**config.mk**
```make
export PLATFORM = sky130hd
export DESIGN_NAME = prv_trap_sequencer
export DESIGN_NICKNAME = d
export VERILOG_FILES = /design/src/rtl/prv_trap_sequencer.sv
export SDC_FILE = /design/constraint.sdc
export NUM_CORES = 1
export LEC_CHECK = 0
export ABC_AREA = 1
export CAP_MARGIN = 30
export CORE_ASPECT_RATIO = 1.75
export CORE_MARGIN = 8
export CORE_UTILIZATION = 37
export CTS_CLUSTER_SIZE = 16
export DETAILED_ROUTE_END_ITERATION = 8
export GPL_TIMING_DRIVEN = 0
export MAX_ROUTING_LAYER = met4
export PLACE_DENSITY = 0.88
export SYNTH_ARGS = -nofsm -noshare
export SYNTH_HDL_FRONTEND = slang
export SYNTH_SLANG_ARGS = --single-unit
```
**constraint.sdc**
```tcl
create_clock -name CLK -period 3 [get_ports CLK]
set_input_delay 0.6 -clock CLK [delete_from_list [all_inputs] [get_ports CLK]]
set_output_delay 0.6 -clock CLK [all_outputs]
set_load 0.01 [all_outputs]
```
**src/rtl/prv_trap_sequencer.sv**
```systemverilog
// Trap-entry / mret sequencer between the hazard unit and the M-mode CSRs.
// Prioritises exceptions, waits for drain, commits cause/epc/tval, redirects.
module prv_trap_sequencer #(
  parameter int XLEN        = 32,
  parameter int NUM_EXC_SRC = 16,
  parameter int NUM_INT_SRC = 12,
  parameter logic [NUM_INT_SRC-1:0] INT_EDGE_MASK = '0
) (
  input  logic                   CLK,
  input  logic                   nRST,
  input  logic [NUM_EXC_SRC-1:0] exc_vec,
  input  logic [XLEN-1:0]        exc_badaddr,
  input  logic [XLEN-1:0]        epc,
  input  logic [NUM_INT_SRC-1:0] int_req,
  input  logic [NUM_INT_SRC-1:0] int_en,
  input  logic                   global_ie,
  input  logic [XLEN-1:0]        mtvec,
  input  logic [XLEN-1:0]        mepc,
  input  logic                   ret,
  input  logic                   pipe_clear,
  output logic [NUM_INT_SRC-1:0] int_pend,
  output logic                   trap_valid,
  output logic [XLEN-1:0]        trap_cause,
  output logic [XLEN-1:0]        trap_epc,
  output logic [XLEN-1:0]        trap_tval,
  output logic [NUM_INT_SRC-1:0] int_ack,
  output logic                   insert_pc,
  output logic [XLEN-1:0]        priv_pc,
  output logic                   busy
);

  localparam logic [2:0] S_IDLE   = 3'd0;
  localparam logic [2:0] S_DRAIN  = 3'd1;
  localparam logic [2:0] S_COMMIT = 3'd2;
  localparam logic [2:0] S_REDIR  = 3'd3;
  localparam logic [2:0] S_RET    = 3'd4;

  logic [2:0]             r_state;
  logic [NUM_INT_SRC-1:0] r_int_prev;
  logic [NUM_INT_SRC-1:0] r_edge_lat;
  logic [XLEN-1:0]        r_cause;
  logic [XLEN-1:0]        r_epc;
  logic [XLEN-1:0]        r_tval;

  logic [NUM_INT_SRC-1:0] w_elig;
  logic [NUM_INT_SRC-1:0] w_ack;
  logic [XLEN-2:0]        w_exc_code;
  logic [XLEN-2:0]        w_int_code;
  logic                   w_exc_any;
  logic                   w_int_any;
  logic                   w_is_int;
  logic [XLEN-1:0]        w_base;
  logic [XLEN-1:0]        w_vec_off;

  assign int_pend  = (INT_EDGE_MASK & r_edge_lat)
                   | (~INT_EDGE_MASK & int_req);
  assign w_elig    = int_pend & int_en;
  assign w_exc_any = |exc_vec;
  assign w_int_any = global_ie & (|w_elig);
  assign w_is_int  = r_cause[XLEN-1];

  // Lowest exception index wins: scan downwards, last hit sticks.
  always_comb begin
    w_exc_code = '0;
    for (int i = NUM_EXC_SRC - 1; i >= 0; i--) begin
      if (exc_vec[i]) w_exc_code = (XLEN-1)'(i);
    end
  end

  // Highest interrupt index wins: scan upwards.
  always_comb begin
    w_int_code = '0;
    for (int i = 0; i < NUM_INT_SRC; i++) begin
      if (w_elig[i]) w_int_code = (XLEN-1)'(i);
    end
  end

  always_comb begin
    w_ack = '0;
    if (r_state == S_COMMIT && w_is_int) begin
      for (int i = 0; i < NUM_INT_SRC; i++) begin
        if (r_cause[XLEN-2:0] == (XLEN-1)'(i)) w_ack[i] = 1'b1;
      end
    end
  end

  assign int_ack = w_ack;

  // A new rising edge in the ack cycle re-arms the latch.
  always_ff @(posedge CLK or negedge nRST) begin
    if (!nRST) begin
      r_int_prev <= '0;
      r_edge_lat <= '0;
    end else begin
      r_int_prev <= int_req;
      r_edge_lat <= INT_EDGE_MASK
                  & ((r_edge_lat & ~w_ack) | (int_req & ~r_int_prev));
    end
  end

  always_ff @(posedge CLK or negedge nRST) begin
    if (!nRST) begin
      r_state <= S_IDLE;
      r_cause <= '0;
      r_epc   <= '0;
      r_tval  <= '0;
    end else begin
      unique case (r_state)
        S_IDLE: begin
          if (w_exc_any) begin
            r_cause <= {1'b0, w_exc_code};
            r_epc   <= epc;
            r_tval  <= exc_badaddr;
            r_state <= S_DRAIN;
          end else if (w_int_any) begin
            r_cause <= {1'b1, w_int_code};
            r_epc   <= epc;
            r_tval  <= '0;
            r_state <= S_DRAIN;
          end else if (ret) begin
            r_state <= S_RET;
          end
        end
        S_DRAIN: begin
          if (pipe_clear) r_state <= S_COMMIT;
        end
        S_COMMIT: r_state <= S_REDIR;
        S_REDIR:  r_state <= S_IDLE;
        S_RET:    r_state <= S_IDLE;
        default:  r_state <= S_IDLE;
      endcase
    end
  end

  assign trap_valid = (r_state == S_COMMIT);
  assign insert_pc  = (r_state == S_REDIR) | (r_state == S_RET);
  assign busy       = (r_state != S_IDLE);
  assign trap_cause = r_cause;
  assign trap_epc   = r_epc;
  assign trap_tval  = r_tval;

  assign w_base    = {mtvec[XLEN-1:2], 2'b00};
  assign w_vec_off = {r_cause[XLEN-3:0], 2'b00};

  // MODE 2/3 fall back to direct.
  always_comb begin
    priv_pc = '0;
    if (r_state == S_REDIR) begin
      if (mtvec[1:0] == 2'b01 && w_is_int) priv_pc = w_base + w_vec_off;
      else                                priv_pc = w_base;
    end else if (r_state == S_RET) begin
      priv_pc = mepc;
    end
  end

endmodule

```
# Yosys cells after proc, flatten, opt, wreduce, memory -nomap -nowiden
# Cells that the tools add are included.
[op_classes]
addsub = 1
eq_ne = 18
muxes = 54
bitwise = 3
reduce_logical = 10
[ops]
columns = ["op", "n"]
rows = [
  ["$mux W31", 19],
  ["$mux W32", 9],
  ["$eq A31 B3 Y1 const B", 4],
  ["$eq A31 B4 Y1 const B", 4],
  ["$eq A31 B2 Y1 const B", 2],
  ["$add A32 B32 Y32", 1],
  ["$eq A31 B1 Y1 const B", 1],
  ["$logic_not A31 Y1", 1],
  ["$mux W4", 7],
  ["$reduce_or A16 Y1", 1],
  ["$mux W1", 13],
  ["$and A12 B12 Y12", 1],
  ["$mux W12", 1],
  ["$mux W3", 4],
  ["$reduce_or A12 Y1", 1],
  ["$pmux W3 S3", 1],
  ["$eq A3 B2 Y1 const B", 2],
  ["$ne A4 B4 Y1 const B", 1],
  ["$reduce_and A2 Y1", 2],
  ["$eq A3 B1 Y1 const B", 1],
  ["$eq A3 B3 Y1 const B", 1],
  ["$logic_not A3 Y1", 1],
  ["$reduce_bool A3 Y1", 1],
  ["$eq A2 B1 Y1 const B", 1],
  ["other kinds (5)", 6],
]
[totals]
regBits = 99
inputBits = 173
out_inout_bits = 155
word_cells = 90

# Logic depth before layout (Yosys ltp)
# Gate-level depths: netlist of the first run.
[logic_depth]
ltp_word = 17
mapped_depth = 17

# Worst setup path after synthesis of the first run
# No wires, ideal clock.
[synth_path]
path_kind = "input-to-output"
startpoint = "input port mtvec[2]"
endpoint = "output port priv_pc[20]"
arrival_time_ns = 2.209
required_ns = 2.400
path_slack_ns = 0.191
stages = 14
path_buffers = 0
cell_sequence = "ha_1 -> inv_1 -> fa_1 -> inv_1 -> nand3_1 -> nand2_1 -> nand2_2 -> nor2_4 -> nand2_2 -> nor2_2 -> inv_1 -> nor2_2 -> o21ai_0 -> o21ai_0"
[synth_via]
elab_chain_cells = 3
[synth_lines]
columns = ["item", "line", "text"]
rows = [
  ["from (decl)", "17", "input logic [XLEN-1:0] mtvec,"],
  ["$add A32 B32 Y32", "149", "if (mtvec[1:0] == 2'b01 && w_is_int) priv_pc = w_base + w_vec_off;"],
  ["$mux W32", "149", ""],
  ["$mux W32", "148", "if (r_state == S_REDIR) begin"],
  ["to (decl)", "28", "output logic [XLEN-1:0] priv_pc,"],
]
# Every way passes these cells.

# Worst setup path in the final report of the first run
[layout_path]
startpoint = "register r_cause[0] (netlist: trap_cause[0])"
endpoint = "output port priv_pc[20]"
[layout_via]
elab_chain_cells = 3
[layout_lines]
columns = ["item", "line", "text"]
rows = [
  ["from (decl)", "41", "logic [XLEN-1:0] r_cause;"],
  ["from (signal assigned)", "111", "r_cause <= {1'b0, w_exc_code};"],
  ["from (signal assigned)", "116", "r_cause <= {1'b1, w_int_code};"],
  ["$add A32 B32 Y32", "149", ""],
  ["$mux W32", "149", ""],
  ["$mux W32", "148", ""],
]
# Every way passes these cells.

==> flow_summary.json, run 1 <==
{
  "place.gp.congestion": 0.9814,
  "fin_crit_ns": 3.210,
  "root_buffer": "clkbuf_16",
  "syn_inst": 732,
  "cp.required_ns": 2.40,
  "synth_top_family_by_area": "simple AND/OR/NAND/NOR gates",
  "place_area_um2": 8208,
  "start_util_pct": 37.84,
  "die_h_um": 168.2,
  "ff2ff_setup_slack_ns": 1.31,
  "hold_class": "in -> async",
  "rows": 55,
  "setup_viol": 13,
  "met2_usage_pct": 45.42,
  "peakVddDrop_mv": 0.7121,
  "rsz0062_at_grt": "true",
  "tritoncts": "built",
  "synthDistinctLibCells": 39,
  "fin_ws_ns": -0.2099,
  "r2r_cells": 9,
  "yosys_warnings": 0,
  "nNetsFinal": 1282,
  "synth.cell_area_um2": 4896,
  "synth.avg_cell_area_um2": 6.688,
  "synth_flop_cell": "dfrtp_1",
  "synth_edf_count": 0,
  "fin_crit_sh_pct": 107.0,
  "cp_cell_sequence": "ha_4 > inv_2 > fa_2 > inv_2 > nand3_2 > nand2_4 > nand2_4 > nor2_4 > nand2_4 > nor2_4 > inv_2 > nor2_4 > buf_4 > o21ai_0 > o21ai_1 > buf_2",
  "design_area_um2": 9000,
  "drive_gt1_share_pct": 18.76,
  "grt_pass1_vias": 6486,
  "synth-simple-area-share_pct": 40.25,
  "drc_errors": 0,
  "crit_type": "reg -> out",
  "ctsHtreeMaxLevel": 3,
  "synth_mux_area_share_pct": 0,
  "hpwl_mm": 17.37,
  "tightest_slew_ns": 0.9214,
  "rr_endpoint": "trap_epc[6]$_DFFE_PN0P_",
  "grt_most_used_layer": "met2",
  "cp_max_fo": 3,
  "final_antenna_net_count": 0,
  "die_w_um": 103.0,
  "post-place-ws_ns": -1.079,
  "drt-total-wl_mm": 23.10,
  "async_reset_ff_share_pct": 100.0,
  "max_slew_margin_pct": 38.57,
  "layout_common_cells": "nand2_1, clkdlybuf4s50_1, dfrtp_1, buf_4, inv_1",
  "hold_viol_final": 0,
  "coreArea_um2": 12940,
  "slowest_stage": "dfrtp_1",
  "p_leak_uw": 0.004444,
  "avgRoutedWirePerCell_um": 18.03,
  "hold_buffers": 0,
  "clk_pin_slew_ns": 0.06,
  "maxSlewViolCount": 0,
  "cts.sinks": 72,
  "slowest_delay_ns": 0.40,
  "synth-compound-area-share_pct": 7.309,
  "synthXorXnorAreaFrac_pct": 0.1789,
  "max_freq_mhz": 311.5,
  "viasPerCell": 4.910,
  "cts_buffers": 9,
  "violations": "negative setup slack",
  "routed-via-count": 6290,
  "portBuffers": 300,
  "area_growth_pct": 83.82,
  "antenna_found_initial": 0,
  "cap_viol_max_count": 0,
  "die_area_um2": 17310,
  "worst_setup_path_end_kind": "primary output",
  "fin_hold_ws_ns": 0.3750,
  "crit_arrival_ns": 2.61,
  "worstSkewPairLatency_ns": 0.33,
  "grt_use_total_pct": 25.82,
  "grt_pass1_wl_mm": 33.41,
  "dr.pass1.iters": 5,
  "ys_ff_latch": 72,
  "finalSetupTns_ns": -1.265,
  "fin_skew_ns": 0.005088,
  "use_met3_pct": 7.105,
  "cp.buffers_inverters": 5,
  "num_io_pins": 328,
  "reg2reg_from": "r_state[2]$_DFFE_PN0P_",
  "drt-initial-drc-count": 298,
  "cp-startpoint": "trap_cause[0]$_DFFE_PN0P_",
  "grt_overflow_total": 0,
  "clk_path_buf_depth": 2,
  "synth-seq-area-share_pct": 36.80,
  "grt_start_max_net_pins": 73,
  "crit_family": "simple AND/OR/NAND/NOR gates",
  "outcome": "finished with violations",
  "powerDensity_nw_per_um2": 704.4,
  "synthAdderAreaFrac_pct": 1.431,
  "start_kind": "flip-flop",
  "final_common_cell": "nand2_1",
  "use_met1_pct": 24.03
}
==> per-stage QoR <==
step / util [%] / power (uW) / std cells
after floorplan: - / 3198 / 758
after global placement: 63.46 / 4999 / 1229
after detailed placement: 63.44 / 5067 / 1229
after CTS: 68.51 / 6326 / 1277
after global routing: 69.55 / 6743 / 1280
final: 69.56 / 6339 / 1281
==> layer usage <==
layer | wire, um | part of all wire [%] | up-vias
met5 | 0 | 0 | -
met1 | 7646 | 33 | 2883
met3 | 2194 | 9.5 | 81
li1 | - | - | 2981
met2 | 12100 | 52 | 345
met4 | 1160 | 5.0 | 0
==> cells by family after synthesis <==
logic type	count (synthesis)
and+or+nand+nor	460
buffers and inverters	130
DFF	72
AOI/OAI and AO/OA	63
adders and majority gates	5
xor gates and xnor gates	1
other	1
==> what timing repair did <==
action                                  in CTS  in global routing
hold endpoints to repair                     0                  0
pin swaps                                   35                 25
endpoints found under the setup margin      30                 26
setup buffers                               32                  5
gates resized for setup                    170                 52
==> flip-flops by register name, summed over array words and instances, names as in the netlist <==
register / cells
r_state: 3
trap_cause: 5
trap_epc: 32
trap_tval: 32
==> where the power goes <==
part / internal, uW / switching (uW)
combinational: 1680 / 1790
clock: 755 / 418
sequential: 1430 / 264
total: 3870 / 2470
==> area by class of cell <==
cell class | instances | area, um2
Antenna cell | 1 | 2.502
Buffer | 62 | 429.2
Clock buffer | 10 | 239.0
Clock inverter | 6 | 91.34
Fill cell | 1000 | 3938
Inverter | 68 | 267.8
Multi-Input combinational cell | 556 | 2761
Sequential cell | 72 | 1803
Tap cell | 171 | 214.0
Timing Repair Buffer | 335 | 3192
==> Yosys cell counts (all sizes together) (3+ instances only) <==
cell	instances	area share, %
a31oi	3	0.38
nand2	313	24
nand3	53	5.7
nor3	11	1.2
o21ai	37	3.8
or2	4	0.51
a32o	5	1.0
dfrtp	72	37
inv	65	5.0
a21oi	13	1.3
clkbuf	11	0.84
buf	51	7.8
nand4	9	1.5
ha	4	1.0
nor2	64	6.3
clkinv	3	0.26
==> worst max-delay path by stage <==
| stage | cells past startpoint | to | slack [ns] |
|---|---|---|---|
| after floorplan | 14 | priv_pc[20] | 0.19 |
| after detailed placement | 18 | priv_pc[24] | -1.08 |
| after global placement | 1 | trap_cause[0]$_DFFE_PN0P_ | -1.12 |
| final | 16 | priv_pc[20] | -0.21 |
| after global routing | 17 | priv_pc[24] | -0.33 |
| after CTS | 17 | priv_pc[24] | -0.23 |
(Power assumes the default switching activity.)
==> run 2: changes to the inputs <==
Settings changed: MAX_ROUTING_LAYER met4 to not set.
==> flow_summary.json, run 2 (synthesis gave the netlist of run 1 again) <==
{
  "start_util_pct": 37.84,
  "crit_type": "in -> out",
  "intPower_uw": 4035,
  "regArea_um2": 1805,
  "peakVddDrop_mv": 0.6270,
  "grt_overflow_total": 0,
  "fin_skew_ns": 0.01286,
  "setup_viol": 15,
  "p_comb_share_pct": 53.9,
  "violations": "negative setup slack",
  "nNetsFinal": 1279,
  "rsz0062_at_grt": "true",
  "viasPerCell": 4.907,
  "hold_buffers": 0,
  "grt_pass1_vias": 6389,
  "multi_input_area_um2": 2858,
  "maxSlewViolCount": 0,
  "drt-initial-drc-count": 301,
  "cts_buffers": 9,
  "fin_ws_ns": -0.1866,
  "coreArea_um2": 12940,
  "cp.required_ns": 2.40,
  "grt_start_max_net_pins": 73,
  "fin_hold_ws_ns": 0.3830,
  "final_common_cell": "nand2_1",
  "drive_gt1_share_pct": 19.89,
  "fillers": 952,
  "die_area_um2": 17310,
  "cts.sinks": 72,
  "place.gp.congestion": 0.9972,
  "ff2ff_setup_slack_ns": 1.33,
  "antenna_found_initial": 1,
  "powerDensity_nw_per_um2": 716.4,
  "pwr-share-seq_pct": 25.9,
  "tightest_slew_ns": 0.9049,
  "crit_arrival_ns": 2.59,
  "die_h_um": 168.2,
  "p_leak_uw": 0.004575,
  "clk_path_buf_depth": 2,
  "worst_setup_path_end_kind": "primary output",
  "grt_use_total_pct": 25.11,
  "finalSetupTns_ns": -1.251,
  "start_kind": "input pin",
  "die_w_um": 103.0,
  "root_buffer": "clkbuf_16",
  "power.share.switching_pct": 38.30,
  "slowest_stage": "clkdlybuf4s50_1",
  "clockPowerShare_pct": 20.2,
  "reg2reg_from": "r_state[2]$_DFFE_PN0P_",
  "dr.pass1.iters": 5,
  "hpwl_mm": 17.69,
  "r2r_cells": 9,
  "p_sw_uw": 2505,
  "hold_viol_final": 0,
  "worstSkewPairLatency_ns": 0.33,
  "drt-total-wl_mm": 23.70,
  "grt_pass1_wl_mm": 33.20,
  "critPathCapture": "priv_pc[28]",
  "drc_errors": 0,
  "routed-via-count": 6271,
  "slowest_delay_ns": 0.76,
  "area_growth_pct": 86.46,
  "max_slew_margin_pct": 39.68,
  "fin_crit_ns": 3.187,
  "cp-startpoint": "mtvec[22]",
  "cp_max_fo": 4,
  "max_freq_mhz": 313.8,
  "rr_endpoint": "trap_epc[1]$_DFFE_PN0P_",
  "cap_viol_max_count": 0,
  "final_antenna_net_count": 0,
  "num_io_pins": 328,
  "fin_crit_sh_pct": 106.2,
  "cp_cell_sequence": "clkdlybuf4s50_1 > nand4_1 > nor3_4 > nand3_2 > nor2_4 > o21ai_2 > o21ai_1 > buf_2",
  "rows": 55,
  "post-place-ws_ns": -1.072,
  "avgRoutedWirePerCell_um": 18.54,
  "tritoncts": "built",
  "outcome": "finished with violations",
  "portBuffers": 300,
  "fin_total_pwr_uw": 6540,
  "clk_pin_slew_ns": 0.06,
  "ctsHtreeMaxLevel": 3,
  "layout_common_cells": "nand2_1, clkdlybuf4s50_1, dfrtp_1, buf_4, inv_1",
  "hold_class": "in -> async"
}
[run 2: cell types whose count changed in the layout (fill, tap and decap cells not counted), moves of 4 or more]
cell,previous run,this run
clkinv_4,4,0
clkdlybuf4s50_1,261,250
dlymetal6s2s_1,3,14
nand2_4,6,10
nand2_2,10,14
inv_2,8,12
nand2_1,297,289
[run 2: routing by layer]
metal	vias to the layer above	GRT usage, %	wire [um]
li1	2980	-	-
met1	2805	22.69	7415
met2	384	45.16	12180
met3	102	8.302	2584
met4	0	16.91	1512
met5	-	0	0
[run 2: worst max-delay path: cells and delay by family]
| family | cells | cell delay [ns] |
|---|---|---|
| simple gates | 4 | 0.86 |
| buf+inv | 2 | 0.91 |
| compound gates | 2 | 0.20 |
[run 2: how the worst min path moves through the flow]
stage / start / endpoint / slack (ns) / cells after the start
after global routing: nRST / trap_epc[4]$_DFFE_PN0P_ / 0.47 / 1
final: nRST / trap_epc[4]$_DFFE_PN0P_ / 0.38 / 1
after detailed placement: trap_tval[24]$_DFFE_PN0P_ / trap_tval[24]$_DFFE_PN0P_ / 0.46 / 2
after CTS: nRST / trap_epc[12]$_DFFE_PN0P_ / 0.43 / 1
after floorplan: nRST / r_state[0]$_DFFE_PN0P_ / 0.30 / 0
after global placement: trap_tval[19]$_DFFE_PN0P_ / trap_tval[19]$_DFFE_PN0P_ / 0.45 / 2
[run 2: metrics by stage]
stage	utilization [%]	std cells	cell area, um2
finish	70.56	1278	9129
detailed placement	63.44	1229	8208
floorplan	-	758	4994
global placement	63.46	1229	8210
global route	70.56	1278	9129
CTS	68.22	1268	8826
[run 2: power groups by stage]
| stage | registers, uW | logic [uW] | clock network, uW |
|---|---|---|---|
| final | 1700 | 3530 | 1320 |
| after global routing | 1750 | 3840 | 1380 |
| after detailed placement | 1700 | 3380 | 0 |
| after global placement | 1680 | 3320 | 0 |
| after floorplan | 1880 | 1310 | 0 |
| after CTS | 1690 | 3470 | 1340 |
[run 2: area by class of cell]
class	instances	share of cell area, %
Clock buffer	10	2.508
Buffer	62	4.674
Clock inverter	6	1.508
Timing Repair Buffer	332	34.95
Inverter	68	2.906
Antenna cell	1	0.02741
Sequential cell	72	19.78
Tap cell	171	2.344
Multi-Input combinational cell	556	31.30
[run 2: timing repair]
item	4_1_cts	5_1_grt
setup buffers	23	10
pin swaps	33	46
endpoints found under the hold margin	0	0
endpoints found under the setup margin	30	29
gates resized for setup	157	89
cloned	0	0
==> run 3: changes to the inputs <==
Settings changed: ABC_AREA 1 to not set.
==> flow_summary.json, run 3 <==
{
  "yosysMostFrequentCell": "dfrtp_1",
  "worst_setup_path_end_kind": "primary output",
  "rsz0062_at_grt": "true",
  "drc_errors": 0,
  "ys_ff_latch": 72,
  "fin_crit_sh_pct": 102.4,
  "drt-total-wl_mm": 21.62,
  "die_area_um2": 17300,
  "start_kind": "flip-flop",
  "setup_viol": 7,
  "yosys_warnings": 0,
  "synth-seq-area-share_pct": 36.84,
  "clk_path_buf_depth": 2,
  "cp_max_fo": 5,
  "place.gp.congestion": 0.9272,
  "peakVddDrop_mv": 0.6109,
  "crit_family": "compound AO/OA/AOI/OAI gates",
  "diodes": 0,
  "p_leak_uw": 0.003948,
  "antenna_found_initial": 1,
  "async_reset_ff_share_pct": 100.0,
  "viasPerCell": 5.147,
  "max_slew_margin_pct": 39.99,
  "tritoncts": "built",
  "cts_buffers": 9,
  "area_growth_pct": 83.19,
  "layout_common_cells": "clkdlybuf4s50_1, dfrtp_1, buf_4, nand2_1, a22o_1",
  "max_freq_mhz": 325.5,
  "hpwl_mm": 16.86,
  "intPower_uw": 4228,
  "cp.buffers_inverters": 3,
  "synth.cell_area_um2": 4891,
  "fin_ws_ns": -0.07216,
  "synthDistinctLibCells": 67,
  "design_area_um2": 8960,
  "fin_hold_ws_ns": 0.3940,
  "dr.pass1.iters": 4,
  "finalNonFillerCells": 1018,
  "syn_inst": 478,
  "outcome": "finished with violations",
  "grt_overflow_total": 0,
  "synth_flop_cell": "dfrtp_1",
  "yosysTopAreaCell": "dfrtp_1",
  "place_area_um2": 8203,
  "slowest_stage": "dfrtp_2",
  "routed-via-count": 5240,
  "worstSkewPairLatency_ns": 0.33,
  "avgRoutedWirePerCell_um": 21.24,
  "slowest_delay_ns": 0.40,
  "maxSlewViolCount": 0,
  "cp_cell_sequence": "ha_4 > inv_2 > fa_2 > nor2b_4 > o21ai_4 > buf_6 > a2111oi_4 > xnor2_1 > o21ai_1 > buf_2",
  "clockPowerShare_pct": 16.5,
  "start_util_pct": 37.80,
  "rows": 55,
  "powerDensity_nw_per_um2": 725.8,
  "synthTopCellsByArea": "dfrtp_1, mux2_4, a22o_1",
  "die_h_um": 168.1,
  "hold_buffers": 0,
  "ctsHtreeMaxLevel": 3,
  "drive_gt1_share_pct": 26.92,
  "final_common_cell": "clkdlybuf4s50_1",
  "synth_edf_count": 0,
  "violations": "negative setup slack",
  "clk_pin_slew_ns": 0.06,
  "finalSetupTns_ns": -0.2713,
  "coreArea_um2": 12940,
  "grt_start_max_net_pins": 73,
  "grt_pass1_wl_mm": 31.52,
  "die_w_um": 102.9,
  "crit_type": "reg -> out",
  "tightest_slew_ns": 0.9002,
  "final_antenna_net_count": 0,
  "grt_use_total_pct": 24.15,
  "root_buffer": "clkbuf_16",
  "cts.sinks": 72,
  "hold_viol_final": 0,
  "num_io_pins": 328,
  "portBuffers": 300,
  "p_comb_share_pct": 56.8,
  "power.share.switching_pct": 34.99,
  "grt_pass1_vias": 5685,
  "pwr-share-seq_pct": 26.7,
  "drt-initial-drc-count": 193,
  "crit_arrival_ns": 2.47,
  "fin_crit_ns": 3.072,
  "synth_top_area_share_pct": 36.84,
  "netlist_top_cells_count": "dfrtp_1, nand2_1, buf_4",
  "postLayoutCoreUtil_pct": 69.26,
  "hold_class": "in -> async",
  "cap_viol_max_count": 0,
  "fin_skew_ns": 0.006750,
  "synth.avg_cell_area_um2": 10.23,
  "cp.required_ns": 2.40,
  "dp_cells": 975,
  "p_sw_uw": 2275,
  "nNetsFinal": 1020
}
-- run 3: changes by cell type after synthesis, sizes merged, moves of 33 or more --
cell,previous run,this run
a22o,1,36
inv,65,11
nor2,64,31
mux2,0,34
nand3,53,9
nand2,313,47
-- run 3: layout make-up --
class	instances	area, um2
timing repair buffer	328	3127
clock inverter	6	67.56
multi-input combinational	360	2989
buffer	60	475.5
tap	171	214.0
fill	931	3978
inverter	11	41.29
clock buffer	10	239.0
sequential	72	1807
-- run 3: path summary, 6_finish.rpt --
kind	from	to	slack, ns	cells after the start
max	trap_cause[0]$_DFFE_PN0P_	priv_pc[30]	-0.07	10
min	nRST	trap_epc[8]$_DFFE_PN0P_	0.39	1
max reg2reg	r_state[0]$_DFFE_PN0P_	trap_epc[17]$_DFFE_PN0P_	0.94	5
min reg2reg	trap_tval[4]$_DFFE_PN0P_	trap_tval[4]$_DFFE_PN0P_	0.50	1
max in group asynchronous	nRST	trap_cause[0]$_DFFE_PN0P_	1.95	1
min in group CLK	trap_tval[4]$_DFFE_PN0P_	trap_tval[4]$_DFFE_PN0P_	0.50	1
-- run 3: through the flow --
stage	power [uW]	setup WS [ns]
2_1_floorplan	3517	0.1309
3_3_place_gp	5261	-1.218
3_5_place_dp	5322	-1.237
4_1_cts	6520	-0.1053
5_1_grt	6867	-0.1616
6_report	6503	-0.07216
-- run 3: layer usage --
metal | GRT usage (%) | wire (um)
met5 | 0 | 0
met1 | 21.90 | 7076
met3 | 7.807 | 2050
met4 | 14.12 | 1167
met2 | 44.43 | 11330
-- run 3: what timing repair did --
item	CTS	global route
buffers inserted	21	7
gates resized for setup	176	38
pin swaps	28	17
endpoints found under the setup margin	44	34
cloned	1	0
-- run 3: power groups by stage --
stage / Clock [uW] / Sequential, uW / Combinational [uW]
after floorplan: 0 / 1900 / 1620
after global routing: 1150 / 1790 / 3920
final: 1070 / 1740 / 3690
after global placement: 0 / 1730 / 3530
after detailed placement: 0 / 1730 / 3600
after CTS: 1110 / 1740 / 3670
-- run 3: cell families after synthesis --
logic type | Yosys count | share of synthesized area [%]
AOI/OAI and AO/OA | 117 | 18.52
xor gates and xnor gates | 23 | 4.119
adders and majority gates | 5 | 1.433
buffers and inverters | 73 | 10.28
DFF | 72 | 36.84
muxes | 36 | 10.46
other | 1 | 0.07667
and+or+nand+nor | 151 | 18.27
